--- config.mk ---
export PLATFORM = sky130hd
export DESIGN_NAME = dmem_lsu
export DESIGN_NICKNAME = d
export VERILOG_FILES = /design/src/rtl/dmem_lsu.sv
export SDC_FILE = /design/constraint.sdc
export NUM_CORES = 1
export LEC_CHECK = 0
export CAP_MARGIN = 20
export CORE_MARGIN = 1.5
export CORE_UTILIZATION = 45
export DETAILED_ROUTE_END_ITERATION = 7
export HOLD_SLACK_MARGIN = 0.12
export PLACE_DENSITY = 0.78
export SYNTH_ARGS = -nofsm -noshare
export SYNTH_HDL_FRONTEND = slang
export SYNTH_SLANG_ARGS = --single-unit
--- constraint.sdc ---
create_clock -name clk -period 9.45 [get_ports clk]
set_input_delay 0.945 -clock clk [delete_from_list [all_inputs] [get_ports clk]]
set_output_delay 0.945 -clock clk [all_outputs]
set_load 0.02 [all_outputs]
--- src/rtl/dmem_lsu.sv ---
// Data-memory load/store unit: one outstanding CPU access, lane steering, extension, wait timeout.
// Optional feature: define DMEM_MISALIGN_TRAP_EN to reject misaligned H/W accesses instead of aligning them.
module dmem_lsu #(
    parameter int TIMEOUT = 255
) (
    input  logic        clk,
    input  logic        rst,
    input  logic        req_valid,
    output logic        req_ready,
    input  logic        req_wen,
    input  logic [2:0]  req_op,
    input  logic [31:0] req_addr,
    input  logic [31:0] req_wdata,
    output logic        rsp_valid,
    output logic [31:0] rsp_rdata,
    output logic        rsp_err,
    output logic        mem_valid,
    input  logic        mem_ready,
    output logic        mem_wen,
    output logic [31:0] mem_addr,
    output logic [31:0] mem_wdata,
    output logic [3:0]  mem_wstrb,
    input  logic        mem_rvalid,
    input  logic [31:0] mem_rdata
);

    typedef enum logic [1:0] {IDLE, REQ, RWAIT, RESP} state_t;

    localparam logic [9:0] TO_LAST = 10'(TIMEOUT - 1);

    state_t      r_state;
    state_t      w_next;
    logic        r_wen;
    logic [31:2] r_addr;
    logic [31:0] r_wdata;
    logic [3:0]  r_wstrb;
    logic [2:0]  r_op;
    logic [1:0]  r_off;
    logic        r_err;
    logic [31:0] r_rdata;
    logic [9:0]  r_cnt;

    logic        w_illegal;
    logic        w_reject;
    logic [1:0]  w_off;
    logic [3:0]  w_strb;
    logic [31:0] w_wdata;
    logic [7:0]  w_byte;
    logic [15:0] w_half;
    logic [31:0] w_ext;
    logic        w_accept;
    logic        w_timeout;
    logic        w_capture;

    // Request decode: legality, effective lane offset, strobes and replicated store data
    always_comb begin
        w_illegal = (req_op == 3'b011) || (req_op[2:1] == 2'b11);
        case (req_op[1:0])
            2'b00: begin
                w_off   = req_addr[1:0];
                w_strb  = 4'b0001 << req_addr[1:0];
                w_wdata = {4{req_wdata[7:0]}};
            end
            2'b01: begin
                w_off   = {req_addr[1], 1'b0};
                w_strb  = req_addr[1] ? 4'b1100 : 4'b0011;
                w_wdata = {2{req_wdata[15:0]}};
            end
            default: begin
                w_off   = 2'b00;
                w_strb  = 4'b1111;
                w_wdata = req_wdata;
            end
        endcase
    end

`ifdef DMEM_MISALIGN_TRAP_EN
    logic w_misalign;
    assign w_misalign = ((req_op[1:0] == 2'b01) && req_addr[0]) ||
                        ((req_op[1:0] == 2'b10) && (req_addr[1:0] != 2'b00));
    assign w_reject   = w_illegal || w_misalign;
`else
    assign w_reject   = w_illegal;
`endif

    // Load lane selection and extension from the returned word
    always_comb begin
        w_byte = mem_rdata[{r_off, 3'b000} +: 8];
        w_half = r_off[1] ? mem_rdata[31:16] : mem_rdata[15:0];
        case (r_op)
            3'b000:  w_ext = {{24{w_byte[7]}}, w_byte};
            3'b100:  w_ext = {24'd0, w_byte};
            3'b001:  w_ext = {{16{w_half[15]}}, w_half};
            3'b101:  w_ext = {16'd0, w_half};
            default: w_ext = mem_rdata;
        endcase
    end

    always_comb begin
        w_next    = r_state;
        w_accept  = 1'b0;
        w_timeout = 1'b0;
        w_capture = 1'b0;
        case (r_state)
            IDLE: begin
                if (req_valid) begin
                    w_accept = 1'b1;
                    w_next   = w_reject ? RESP : REQ;
                end
            end
            REQ: begin
                if (mem_ready) begin
                    w_next = r_wen ? RESP : RWAIT;
                end else if (r_cnt == TO_LAST) begin
                    w_next    = RESP;
                    w_timeout = 1'b1;
                end
            end
            RWAIT: begin
                if (mem_rvalid) begin
                    w_next    = RESP;
                    w_capture = 1'b1;
                end else if (r_cnt == TO_LAST) begin
                    w_next    = RESP;
                    w_timeout = 1'b1;
                end
            end
            RESP:    w_next = IDLE;
            default: w_next = IDLE;
        endcase
    end

    always_ff @(posedge clk or posedge rst) begin
        if (rst) begin
            r_state <= IDLE;
            r_wen   <= 1'b0;
            r_addr  <= '0;
            r_wdata <= '0;
            r_wstrb <= '0;
            r_op    <= '0;
            r_off   <= '0;
            r_err   <= 1'b0;
            r_rdata <= '0;
            r_cnt   <= '0;
        end else begin
            r_state <= w_next;
            // The wait counter restarts whenever the state changes, i.e. on entry to REQ or RWAIT
            if (w_next != r_state) begin
                r_cnt <= '0;
            end else if ((r_state == REQ) || (r_state == RWAIT)) begin
                r_cnt <= r_cnt + 10'd1;
            end
            if (w_accept) begin
                r_err <= w_reject;
                if (w_reject) begin
                    r_rdata <= '0;
                end else begin
                    r_wen   <= req_wen;
                    r_addr  <= req_addr[31:2];
                    r_wdata <= req_wen ? w_wdata : 32'd0;
                    r_wstrb <= req_wen ? w_strb : 4'b0000;
                    r_op    <= req_op;
                    r_off   <= w_off;
                end
            end
            if (w_timeout) begin
                r_err   <= 1'b1;
                r_rdata <= '0;
            end
            if (w_capture) begin
                r_rdata <= w_ext;
            end
        end
    end

    assign req_ready = (r_state == IDLE);
    assign mem_valid = (r_state == REQ);
    assign rsp_valid = (r_state == RESP);
    assign rsp_err   = (r_state == RESP) && r_err;
    assign rsp_rdata = r_rdata;
    assign mem_wen   = r_wen;
    assign mem_addr  = {r_addr, 2'b00};
    assign mem_wdata = r_wdata;
    assign mem_wstrb = r_wstrb;

endmodule

Yosys cells after proc, flatten, opt, wreduce, memory -nomap -nowiden
Index checks and enable logic that the tools add are counted.

Bits in registers: 117. Bits of input ports: 105. Logic and storage cells: 68.

$add $sub $neg: 1. Equality and inequality tests: 11. Shifts and indexed selects: 2. Muxes and demuxes: 31. Bitwise gates (word level): 1. Reduce and logical (&&, ||, !) cells: 12.

Operators by type and width (number): 32-bit two-way mux (5); 32-bit one-hot mux with 4 select lines (1); 32-bit one-hot mux with 2 select lines (1); 32-bit by 6-bit variable part select with 8-bit output (1); 10-bit two-way mux (2); 16-bit two-way mux (1); 10-bit by 1-bit adder with 10-bit output, second input constant (1); 10-bit by 8-bit == test with 1-bit output, second input constant (1); 1-bit two-way mux (10); 2-bit two-way mux (5); 4-bit two-way mux (2); 2-bit one-hot mux with 4 select lines (1); 4-bit one-hot mux with 2 select lines (1); 2-bit == test, second input constant (3); 3-bit == test, second input constant (2); 3-bit nonzero test (2); 2-bit by 1-bit == test with 1-bit output, second input constant (2); 2-bit zero test (2); 2-bit one-hot mux with 2 select lines (1); 2-bit AND reduction (2); 2-bit nonzero test (2); 1-bit by 2-bit << shifter with 4-bit output, first input constant (1); 3-bit by 1-bit == test with 1-bit output, second input constant (1); 3-bit by 2-bit == test with 1-bit output, second input constant (1); other kinds (6) (7).

Logic depth before layout (Yosys ltp)
Depth in word-level cells: 7. Mapped depth: 8. Depth with buffers taken out: 6.

Least setup slack after synthesis
No wires, ideal clock.

Kind: input port to flip-flop. From: input mem_rdata[31]. To: register r_rdata[8] (netlist: rsp_rdata[8]). Data arrival time: 2094 ps. Required time: 9328 ps. Path slack: 7235 ps. Stages: 5. Cell sequence: mux4_2 -> and3b_1 -> buf_6 -> o21bai_1 -> a32o_1.

Cells in the longest elaborated chain, start to end: 3.

Ends and longest elaborated chain: start, declared (line 24) `input logic [31:0] mem_rdata`; 32-bit by 6-bit variable part select with 8-bit output (line 88) `w_byte = mem_rdata[{r_off, 3'b000} +: 8];`; 32-bit one-hot mux with 4 select lines (line 90) `case (r_op)`; 32-bit two-way mux (line 170) `if (w_capture) begin`; end signal, assigned (line 171) `r_rdata <= w_ext;`; end, declared (line 40) `logic [31:0] r_rdata;`.

No other way between the ends. A chain may end at the register's enable or synchronous reset.

Worst setup path in the final report
From: input req_op[0]. To: register r_wdata[31] (netlist: mem_wdata[31]).

Cells in the longest elaborated chain, start to end: 4.

Ends and longest elaborated chain: start, declared (line 11) `input logic [2:0] req_op,`; parallel branches: the longest is 4 deep, another holds 32-bit one-hot mux with 2 select lines; end signal, assigned (line 160) `r_wdata <= req_wen ? w_wdata : 32'd0;`; end, declared (line 35) `logic [31:0] r_wdata;`.

Several ways; the timed one is not identified.

==> out/qor.csv <==
stage;metric;value;unit
worst_hold_path;Hold WC Path Type;reg -> reg;
clock_network;Resize count post-CTS;0;
clock_network;Post-CTS Setup Bufs;0;
setup_path;required time worst endpoint;9780;ps
setup_path;reg2reg setup slack;6560;ps
synth;Post-synth top flop;dfrtp_1;
pwr;Gate power share;46.3;%
routing;DRT Pass-1 Iters;5;
timing;Slew Limit Fails;0;
synth;Syn Area/Cell;9.489;um2
timing;Max Freq;0.2986;GHz
floorplan;die area;13810;um2
synth;Mapped Area;5902;um2
finish;Nets;917;
pwr;sequential power share;30.8;%
worst_hold_path;hold wc startpoint;mem_wdata[7]$_DFFE_PP0P_;
placed_design;Inst Count DP;957;
global_routing;largest net degree at the start of global routing;93;
global_routing;vias in the first global route;5717;
finish;layout cell share with drive strength beyond 1;6.968;%
setup_path;RR Startpoint;r_state[1]$_DFF_PP0_;
setup_path;worst-path fanout max;42;
clock_network;CTS clock-pin slew for the worst setup and hold paths;60;ps
synth;post-synthesis instance total;622;
synth;Yosys reg bits;117;
worst_hold_path;Worst Hold Depth;2;
pwr;Clock power frac;23.0;%
synth;Synth top area share;49.61;%
timing;RSZ-0062 raised after global routing;false;
pwr;worst vdd rail ir drop;0.2010;mV
placed_design;routability congestion estimate;0.8439;
setup_path;Critical Path Sink Type;register;
routing;starting DRC count in detailed routing;382;
pwr;switch share;38.60;%
timing;Final setup viols;0;
synth;synth warn;0;
synth;Post-synth top cells;nand2_1, dfrtp_1, o21ai_0;
synth;register area share after synthesis;49.61;%
finish;synth-to-layout area growth;46.64;%
worst_hold_path;hold path endpoint;mem_wdata[7]$_DFFE_PP0P_;
synth;synth unique cells;50;
global_routing;first-pass GRT wire length;29460;um
finish;fillers;1013;
placed_design;pre-CTS WS;5650;ps
global_routing;gr ovfl total;0;
clock_network;CTS tree;built;
floorplan;die height;117.5;um
finish;Layout Cells excl Fill;990;
synth;number of enable flip-flop cells after synthesis;0;
floorplan;io pins;210;
pwr;Pint;1.751;mW
placed_design;DP Wirelength;12460;um
pwr;Sw Pwr;1.101;mW
setup_path;worst r2r dst;mem_wdata[31]$_DFFE_PP0P_;
clock_network;TritonCTS Buffers;17;
timing;worst slew pin tran;1062;ps
setup_path;Reg2Reg Depth;6;
setup_path;Worst Path Arrival;3680;ps
clock_network;Max Root-Sink Buffers;2;
floorplan;Die Wd;117.5;um
run;MaxCap Viol Count;0;
floorplan;Initial Util;46.39;%
routing;DR vias;5552;
pwr;pwr dens;329.5;nW/um2
floorplan;row count;41;
routing;total length of routed wires;18120;um
global_routing;Total Routing Usage GR;27.01;%
timing;final hold viol count;0;
routing;Routed Antenna Nets;0;
setup_path;Setup CP Type;in -> reg;
synth;Async SR Flop Fraction;100.0;%
global_routing;initial antenna violation count;0;
routing;# DRC;0;
clock_network;CTS H-tree depth;4;
timing;Slew HR;29.00;%
setup_path;CP startpoint kind;input pin;
clock_network;cts hold-fix bufs;0;
timing;final worst-path setup slack;6101;ps
run_status;status;finished, final reports clean;
routing;WL/cell;18.31;um
clock_network;clock latency on the worst-skew pair;420;ps
clock_network;Num Clock Sinks;117;
synth;top cells by area, synth;dfrtp_1, nand2_1, a32o_1;
finish;Antenna diodes;0;
placed_design;Buffers on Ports;207;
clock_network;CTS Root Cell;clkbuf_16;
setup_path;Critical path origin;req_op[0];
timing;Min Hold Slack;463.2;ps
timing;Total Negative Setup Slacks;0;ps
timing;fin crit period;3349;ps
timing;post-route clock skew;11.99;ps
synth;most frequent cell after synthesis;nand2_1;
synth;dominant cell type by area after synthesis;dfrtp_1;
pwr;Leak;3.751;nW
floorplan;core area;12720;um2
routing;DR vias/cell;5.608;
timing;period utilization;35.44;%
[flip-flops by register name (all words and copies together) (netlist names)]
name       cells
mem_wdata     32
rsp_rdata     32
r_addr        30
r_cnt         10
mem_wstrb      4
r_op           3
r_off          2
r_state        2
mem_wen        1
r_err          1
[cells in the final DEF (no fill, tap or decap), types with 3 or more instances in the layout]
master / count
o22ai_1: 7
nor3_1: 12
clkdlybuf4s50_1: 207
clkbuf_16: 17
nand4_1: 5
clkinv_2: 4
a22o_1: 14
inv_1: 11
and3_1: 3
a221o_1: 7
o21ai_0: 35
xnor2_1: 4
clkbuf_8: 3
ha_1: 6
a211oi_1: 3
bufinv_16: 3
dfrtp_1: 117
a21oi_1: 20
mux4_2: 7
and2_1: 3
nand2_1: 159
xor2_1: 5
buf_4: 4
nor4_1: 11
mux2_2: 10
a32o_1: 20
nand2b_1: 22
nor2_1: 18
o2bb2ai_1: 13
nand3_1: 14
o21a_1: 3
mux2i_1: 10
nor2b_1: 6
a221oi_1: 6
[layer usage]
layer | global-route usage, % | part of all wire, %
met5 | 0 | 0
met1 | 32.39 | 39
met3 | 11.43 | 10
met2 | 42.72 | 48
met4 | 11.66 | 2.9
[cell families after synthesis]
group	share of synthesized area, %
xor+xnor	1.335
other cells	0.06354
compound gates	17.53
buf+inv	4.346
simple gates	19.57
flops	49.61
fa+ha+maj	1.272
mux	6.275
[metrics by stage]
| step | area [um2] | power (mW) | util (%) |
|---|---|---|---|
| 2_1_floorplan | 5906 | 1.604 | - |
| 3_3_place_gp | 8021 | 2.143 | 63.05 |
| 3_5_place_dp | 8021 | 2.184 | 63.05 |
| 4_1_cts | 8622 | 2.852 | 67.77 |
| 5_1_grt | 8655 | 3.009 | 68.03 |
| 6_report | 8655 | 2.851 | 68.03 |
[critical path: stages]
cell             delay [ps]
clkdlybuf4s50_1         840
o21a_1                  420
nor2_4                  760
nand2_1                 370
o21ai_0                 300
[cell type report]
class	instances	area (um2)	area share, %
Clock buffer	22	474.2	5.479
Tap cell	172	215.2	2.487
Timing Repair Buffer	213	2135	24.66
Inverter	12	47.55	0.5494
Multi-Input combinational cell	445	2729	31.53
Sequential cell	117	2928	33.83
Clock inverter	9	126.4	1.460
[how the worst max path moves through the flow]
stage	endpoint	slack (ps)
finish	mem_wdata[31]$_DFFE_PP0P_	6100
global route	mem_wdata[31]$_DFFE_PP0P_	5810
CTS	mem_wdata[31]$_DFFE_PP0P_	6090
detailed placement	mem_wdata[30]$_DFFE_PP0P_	5650
global placement	mem_wdata[29]$_DFFE_PP0P_	5810
floorplan	mem_wdata[0]$_DFFE_PP0P_	5400
[power groups by stage]
stage               clock network (mW)  registers (mW)  logic [mW]
floorplan                            0            1.05       0.559
global placement                     0           0.870        1.27
detailed placement                   0           0.876        1.31
CTS                              0.662           0.876        1.31
global route                     0.686           0.906        1.42
finish                           0.655           0.877        1.32
No activity file was read; power rests on OpenSTA's default activity.
